<file path="config.mk">
export PLATFORM = sky130hd
export DESIGN_NAME = riscv_alu_issue
export DESIGN_NICKNAME = d
export VERILOG_FILES = /design/src/rtl/riscv_alu_issue_pkg.sv /design/src/rtl/riscv_alu_issue_regfile.sv /design/src/rtl/riscv_alu_issue.sv
export SDC_FILE = /design/constraint.sdc
export NUM_CORES = 2
export LEC_CHECK = 0
export CAP_MARGIN = 0
export CORE_MARGIN = 3
export CORE_UTILIZATION = 35
export DETAILED_ROUTE_END_ITERATION = 7
export MAX_ROUTING_LAYER = met4
export SLEW_MARGIN = 10
export SYNTH_ARGS = -nofsm -noshare
export SYNTH_HDL_FRONTEND = slang
export SYNTH_SLANG_ARGS = --single-unit
</file>
<file path="constraint.sdc">
create_clock -name clock -period 2.5 [get_ports clock]
set_input_delay 0.375 -clock clock [delete_from_list [all_inputs] [get_ports clock]]
set_output_delay 0.375 -clock clock [all_outputs]
set_load 0.005 [all_outputs]
</file>
<file path="src/rtl/riscv_alu_issue_pkg.sv">
// riscv_alu_issue_pkg: opcodes, FSM encoding and instruction field helpers for the ALU issue stage
package riscv_alu_issue_pkg;
  localparam logic [6:0] OPC_OP     = 7'b0110011;
  localparam logic [6:0] OPC_OP_IMM = 7'b0010011;
  localparam int RD_LSB  = 7;
  localparam int F3_LSB  = 12;
  localparam int RS1_LSB = 15;
  localparam int RS2_LSB = 20;
  localparam int F7_LSB  = 25;
  localparam int IMM_LSB = 20;
  typedef enum logic [1:0] {IDLE, EXEC, HALT} state_t;
  function automatic logic [6:0] f_opc(input logic [31:0] i);
    return i[6:0];
  endfunction
  function automatic logic [4:0] f_rd(input logic [31:0] i);
    return i[RD_LSB +: 5];
  endfunction
  function automatic logic [4:0] f_rs1(input logic [31:0] i);
    return i[RS1_LSB +: 5];
  endfunction
  function automatic logic [4:0] f_rs2(input logic [31:0] i);
    return i[RS2_LSB +: 5];
  endfunction
  function automatic logic [2:0] f_funct3(input logic [31:0] i);
    return i[F3_LSB +: 3];
  endfunction
  function automatic logic [6:0] f_funct7(input logic [31:0] i);
    return i[F7_LSB +: 7];
  endfunction
  function automatic logic [31:0] f_imm(input logic [31:0] i);
    return {{20{i[31]}}, i[IMM_LSB +: 12]};
  endfunction
endpackage

</file>
<file path="src/rtl/riscv_alu_issue_regfile.sv">
// riscv_regfile: 32x32 register file, two operand reads plus debug read, one write, x0 hardwired to 0
module riscv_regfile (
  input  logic        clock,
  input  logic        reset_n,
  input  logic        we,
  input  logic [4:0]  waddr,
  input  logic [31:0] wdata,
  input  logic [4:0]  raddr1,
  input  logic [4:0]  raddr2,
  input  logic [4:0]  dbg_addr,
  output logic [31:0] rdata1,
  output logic [31:0] rdata2,
  output logic [31:0] dbg_data
);
  logic [31:0] regs [32];
  always_ff @(posedge clock or negedge reset_n)
    if (!reset_n)
      for (int i = 0; i < 32; i++) regs[i] <= '0;
    else if (we && waddr != 5'd0)
      regs[waddr] <= wdata;
  assign rdata1   = raddr1   == 5'd0 ? '0 : regs[raddr1];
  assign rdata2   = raddr2   == 5'd0 ? '0 : regs[raddr2];
  assign dbg_data = dbg_addr == 5'd0 ? '0 : regs[dbg_addr];
endmodule

</file>
<file path="src/rtl/riscv_alu_issue.sv">
// riscv_alu_issue: single-in-flight issue/write-back stage feeding an RV32I(+M) ALU, with stall watchdog
module riscv_alu_issue
  import riscv_alu_issue_pkg::*;
#(
  parameter int WAIT_LIMIT = 64,
  parameter int CNT_W      = 7
) (
  input  logic        clock,
  input  logic        reset_n,
  input  logic        inst_valid,
  input  logic [31:0] inst_data,
  output logic        inst_ready,
  output logic        alu_enabled,
  output logic        alu_is_op,
  output logic        alu_is_op_imm,
  output logic [2:0]  alu_funct3,
  output logic [6:0]  alu_funct7,
  output logic [31:0] alu_rs1,
  output logic [31:0] alu_rs2,
  output logic [31:0] alu_imm,
  input  logic [31:0] alu_rd,
  input  logic        alu_wait,
  output logic        retire_valid,
  output logic [4:0]  retire_rd,
  output logic [31:0] retire_value,
  output logic        retire_illegal,
  output logic        stall_error,
  input  logic [4:0]  dbg_addr,
  output logic [31:0] dbg_data
);
  state_t state_q, state_d;
  logic [31:0] issue_q;
  logic [CNT_W-1:0] cnt_q;
  logic legal, done, timeout;
  assign alu_is_op     = f_opc(issue_q) == OPC_OP;
  assign alu_is_op_imm = f_opc(issue_q) == OPC_OP_IMM;
  assign alu_funct3    = f_funct3(issue_q);
  assign alu_funct7    = f_funct7(issue_q);
  assign alu_imm       = f_imm(issue_q);
  assign legal   = alu_is_op || alu_is_op_imm;
  // illegal opcodes never wait on the ALU
  assign done    = state_q == EXEC && (!alu_wait || !legal);
  assign timeout = state_q == EXEC && !done && cnt_q == CNT_W'(WAIT_LIMIT - 1);
  riscv_regfile u_regfile (
    .clock    (clock),
    .reset_n  (reset_n),
    .we       (done && legal),
    .waddr    (f_rd(issue_q)),
    .wdata    (alu_rd),
    .raddr1   (f_rs1(issue_q)),
    .raddr2   (f_rs2(issue_q)),
    .dbg_addr (dbg_addr),
    .rdata1   (alu_rs1),
    .rdata2   (alu_rs2),
    .dbg_data (dbg_data)
  );
  always_ff @(posedge clock or negedge reset_n)
    if (!reset_n) state_q <= IDLE;
    else          state_q <= state_d;
  always_comb begin
    state_d = state_q;
    case (state_q)
      IDLE:    state_d = inst_valid ? EXEC : IDLE;
      EXEC:    state_d = done ? (inst_valid ? EXEC : IDLE) : (timeout ? HALT : EXEC);
      default: state_d = HALT;
    endcase
  end
  always_comb begin
    inst_ready  = state_q == IDLE || done;
    alu_enabled = state_q == EXEC;
  end
  always_ff @(posedge clock or negedge reset_n)
    if (!reset_n) begin
      issue_q        <= '0;
      cnt_q          <= '0;
      retire_valid   <= 1'b0;
      retire_rd      <= '0;
      retire_value   <= '0;
      retire_illegal <= 1'b0;
      stall_error    <= 1'b0;
    end else begin
      if (inst_ready && inst_valid) issue_q <= inst_data;
      cnt_q        <= (state_q == EXEC && !done) ? cnt_q + 1'b1 : '0;
      retire_valid <= done;
      stall_error  <= stall_error | timeout;
      if (done) begin
        retire_rd      <= f_rd(issue_q);
        retire_value   <= legal ? alu_rd : '0;
        retire_illegal <= !legal;
      end
    end
endmodule

</file>
==> metrics.md <==
| Metric | Value |
|---|---|
| Status | finished, violations left |
| Failing checks | negative setup slack |
| Mapped cell area | between 0.06 and 0.07 sq mm |
| HP Class | in -> async |
| Worst clock skew | between 0.03 and 0.04 ns |
| Layout cell share with drive strength beyond 1 | 0.669 |
| Sink Count | 1105 |
| Fmax | between 200 and 300 MHz |
| Seq/Total Area, Yosys | 0.419 |
| Final Hold Fails | 0 |
| CP cell instances | buf_6, buf_12, buf_16, buf_12, buf_12, mux4_2, mux2_4, o21ai_2, a311oi_2, buf_2 |
| Max-Cap Viols | 0 |
| CTS tree | done |
| Initial Util | 0.354 |
| DP Worst Slack | -0.923 ns |
| Root buf cell | clkbuf_16 |
| Ys Warns | 0 |
| GR Util All Layers | 0.286 |
| Cells after Synth | 4539 |
| Area leader, netlist | dfrtp_1 |
| Cells on worst reg2reg path | 10 |
| Slew HR | 0.360 |
| Syn Nets | 4613 |
| Post-synthesis register bit count | between 1k and 1.5k |
| Critical path class | reg -> out |
| Critical Path Most Common Cell | buf_12 |
| Setup TNS | -66.70 ns |
| Leak | 0.0395 uW |
| Total number of vias | 51.0k |
| Clock tree buffer depth | 3 |
| Final WS setup | -1.06 ns |
| First-pass GRT wire length | 388 mm |
| CP Capture Type | output port |
| Final Cycle Share | 1.42 |
| DR pass1 iterations | 6 |
| Worst Path Max Fanout | 7 |
| Synth top area share | 0.419 |
| Vias in the first global route | 51.6k |
| CP top delay family | buffers and inverters |
| Crit path DAT | 3.18 ns |
| Syn_area_per_cell | approximately 15 sq um |
| Final slew viol count | 0 |
| Post-Route WL | 275 mm |
| Required @ worst endpoint | 2.12 ns |
| Critical path's slowest cell | dfrtp_4 |
| Fin Hold WS | 0.126 ns |
| Die H | 440 microns |
| Peak VDD IR | between 600 and 700 uV |
| RSZ-0062 raised after global routing | yes |
| Final Critical Period | approximately 3.6 ns |
| Worst Tran Pin Value | 0.960 ns |
| CP bufs+invs | 6 |
| Htree depth | 4 |
| DIE AREA | 0.194 sq mm |
| IO Port Bufs | 254 |
| Clock slew at reported path FFs | roughly 0.060 ns |
| GRT Residual Overflow | 0 |
| Drt wl/cell | roughly 34 microns |
| FF-to-FF setup slack | about 0.06 ns |
| Hpwl dp | 175 mm |
| Placed Cells | 7483 |
| Via density | 6.37 |
| P per Cell Area | 540 mW/mm^2 |
| Post-route DRC | 0 |
| Number of routed nets with antenna violations | 0 |
| Number of distinct library cells after synthesis | between 40 and 50 |
| Area contributors post-synth | dfrtp_1 (42%), mux4_2 (23%), mux2_2 (19%) |
| Fin nets | 5488 |
| Area Growth Syn to Fin | 36.1% |
| Largest net degree at the start of global routing | 84 |
| Setup-failing EPs final | between 90 and 100 |
| Max incr delay on CP | 0.52 ns |
| Cts bufs inserted | 134 |
| Clock latency on the worst-skew pair | around 0.80 ns |
| Startpoint Class | flop |
| Worst r2r src | issue_q[6] |
| Reg-to-Reg End | u_regfile.regs[95] |
| IO Count | roughly 260 |
| Pwr Total | 48500 uW |
| Placer Congestion | 0.910 |
| Chip width | 440 microns |
| DRT iter0 DRCs | 5825 |
| Row Count | 158 |
| Core area | 0.186 sq mm |
| Post-Layout Cell Count | 7997 |
| Antenna violations before repair | 4 |
## power breakdown
group          total, uW  internal, uW  switching (uW)
clock              20000         11700            8280
combinational      10200          4720            5530
sequential         18300         18100             185
total              48500         34500           14000
## worst max path at each step
stage	startpoint	end	slack, ns	cells past startpoint
detailed placement	issue_q[15]	alu_rs1[6]	-0.92	8
global placement	issue_q[15]	alu_rs1[6]	-0.96	8
CTS	issue_q[16]	alu_rs1[26]	-1.08	9
finish	issue_q[16]	alu_rs1[30]	-1.06	10
global route	issue_q[16]	alu_rs1[29]	-1.14	11
floorplan	issue_q[21]	alu_rs2[31]	0.26	7
## cell families (layout without fill, tap and decap cells)
kind of cell / after synthesis / count (layout) / share of synthesized area
mux: 1990 / 1990 / 0.450
fa+ha+maj: 1 / 1 / 0.000190
simple gates: 258 / 258 / 0.0230
flops: 1105 / 1105 / 0.419
buf+inv: 595 / 1572 / 0.0426
other cells: 0 / 1 / 0
xor+xnor: 4 / 4 / 0.000531
compound gates: 586 / 586 / 0.0644
## flip-flops by register name, summed over array words and instances, names as in the netlist, 2 cells and up
name and count:
u_regfile.regs 1024, issue_q 32, retire_value 32, cnt_q 7
retire_rd 5, state_q 2
## timing repair
action                                 in CTS  in global routing
hold buffers                                1                  0
buffers inserted                          264                 74
pin swaps                                 213                142
setup endpoints to repair                 126                759
cloned                                     23                 11
endpoints found under the hold margin     127                  0
gates resized for setup                  1312                236
## cell type report
type | instances | area (sq um)
multi-input cells | 2839 | 39500
fillers | 15800 | 96600
clock inverters | 45 | 517
flip-flops and latches | 1105 | 27700
repair buffers | 1329 | 15100
clock buffers | 193 | 3910
inverters | 5 | 36.3
diodes | 1 | 2.50
well taps | 2480 | 3100
## per-layer routing
metal,track usage,vias up,routed length [microns],share of wire
met5,-,-,0,0
met4,0.141,0,17400,0.063
met3,0.0655,840,26400,0.096
met2,0.427,3134,125000,0.45
met1,0.365,27200,106000,0.39
li1,-,19800,-,-
## metrics by stage
| stage | utilization | instance area [sq um] |
|---|---|---|
| 2_1_floorplan | - | 66000 |
| 3_3_place_gp | 0.418 | 78000 |
| 3_5_place_dp | 0.418 | 78000 |
| 4_1_cts | 0.474 | 88400 |
| 5_1_grt | 0.482 | 89800 |
| 6_report | 0.482 | 89800 |
## cells in the final DEF, fill, tap and decap left out, types with 23 or more instances in the layout
cell type / n
mux2_1: 25
clkbuf_16: 147
dfrtp_1: 1094
o21ai_1: 33
a311oi_2: 42
a211oi_2: 68
buf_12: 271
mux4_2: 672
clkinv_2: 23
buf_8: 42
clkbuf_8: 27
o21ai_4: 46
buf_16: 27
a311oi_4: 46
clkdlybuf4s50_1: 146
a221oi_2: 41
a22oi_1: 40
clkbuf_1: 29
a22oi_2: 56
buf_4: 624
mux2i_1: 189
buf_2: 81
o21ai_2: 78
mux2_2: 1021
nand2_1: 57
nor2b_4: 34
mux2_4: 79
nor2b_1: 67
buf_6: 124
a22o_1: 32
## cells in the mapped netlist (all sizes together)
cell type     n
mux2       1125
dfrtp      1105
mux4        672
clkbuf      302
buf         288
mux2i       193
o21ai       168
nor2b       106
a211oi       96
a22oi        96
a311oi       96
a221oi       70
nand2        66
a22o         32
nor2         29
o2111ai      26
nor3          9
and2          7
nand2b        6
inv           5
nand3         5
nand4         4
or2           4
and3          3
nand3b        3
nand4b        3
nor3b         3
or4           3
a21oi         2
and4          2
or3           2
xnor2         2
xor2          2
and3b         1
ha            1
nor4b         1
or3b          1
Power figures use the tool's default switching activity.
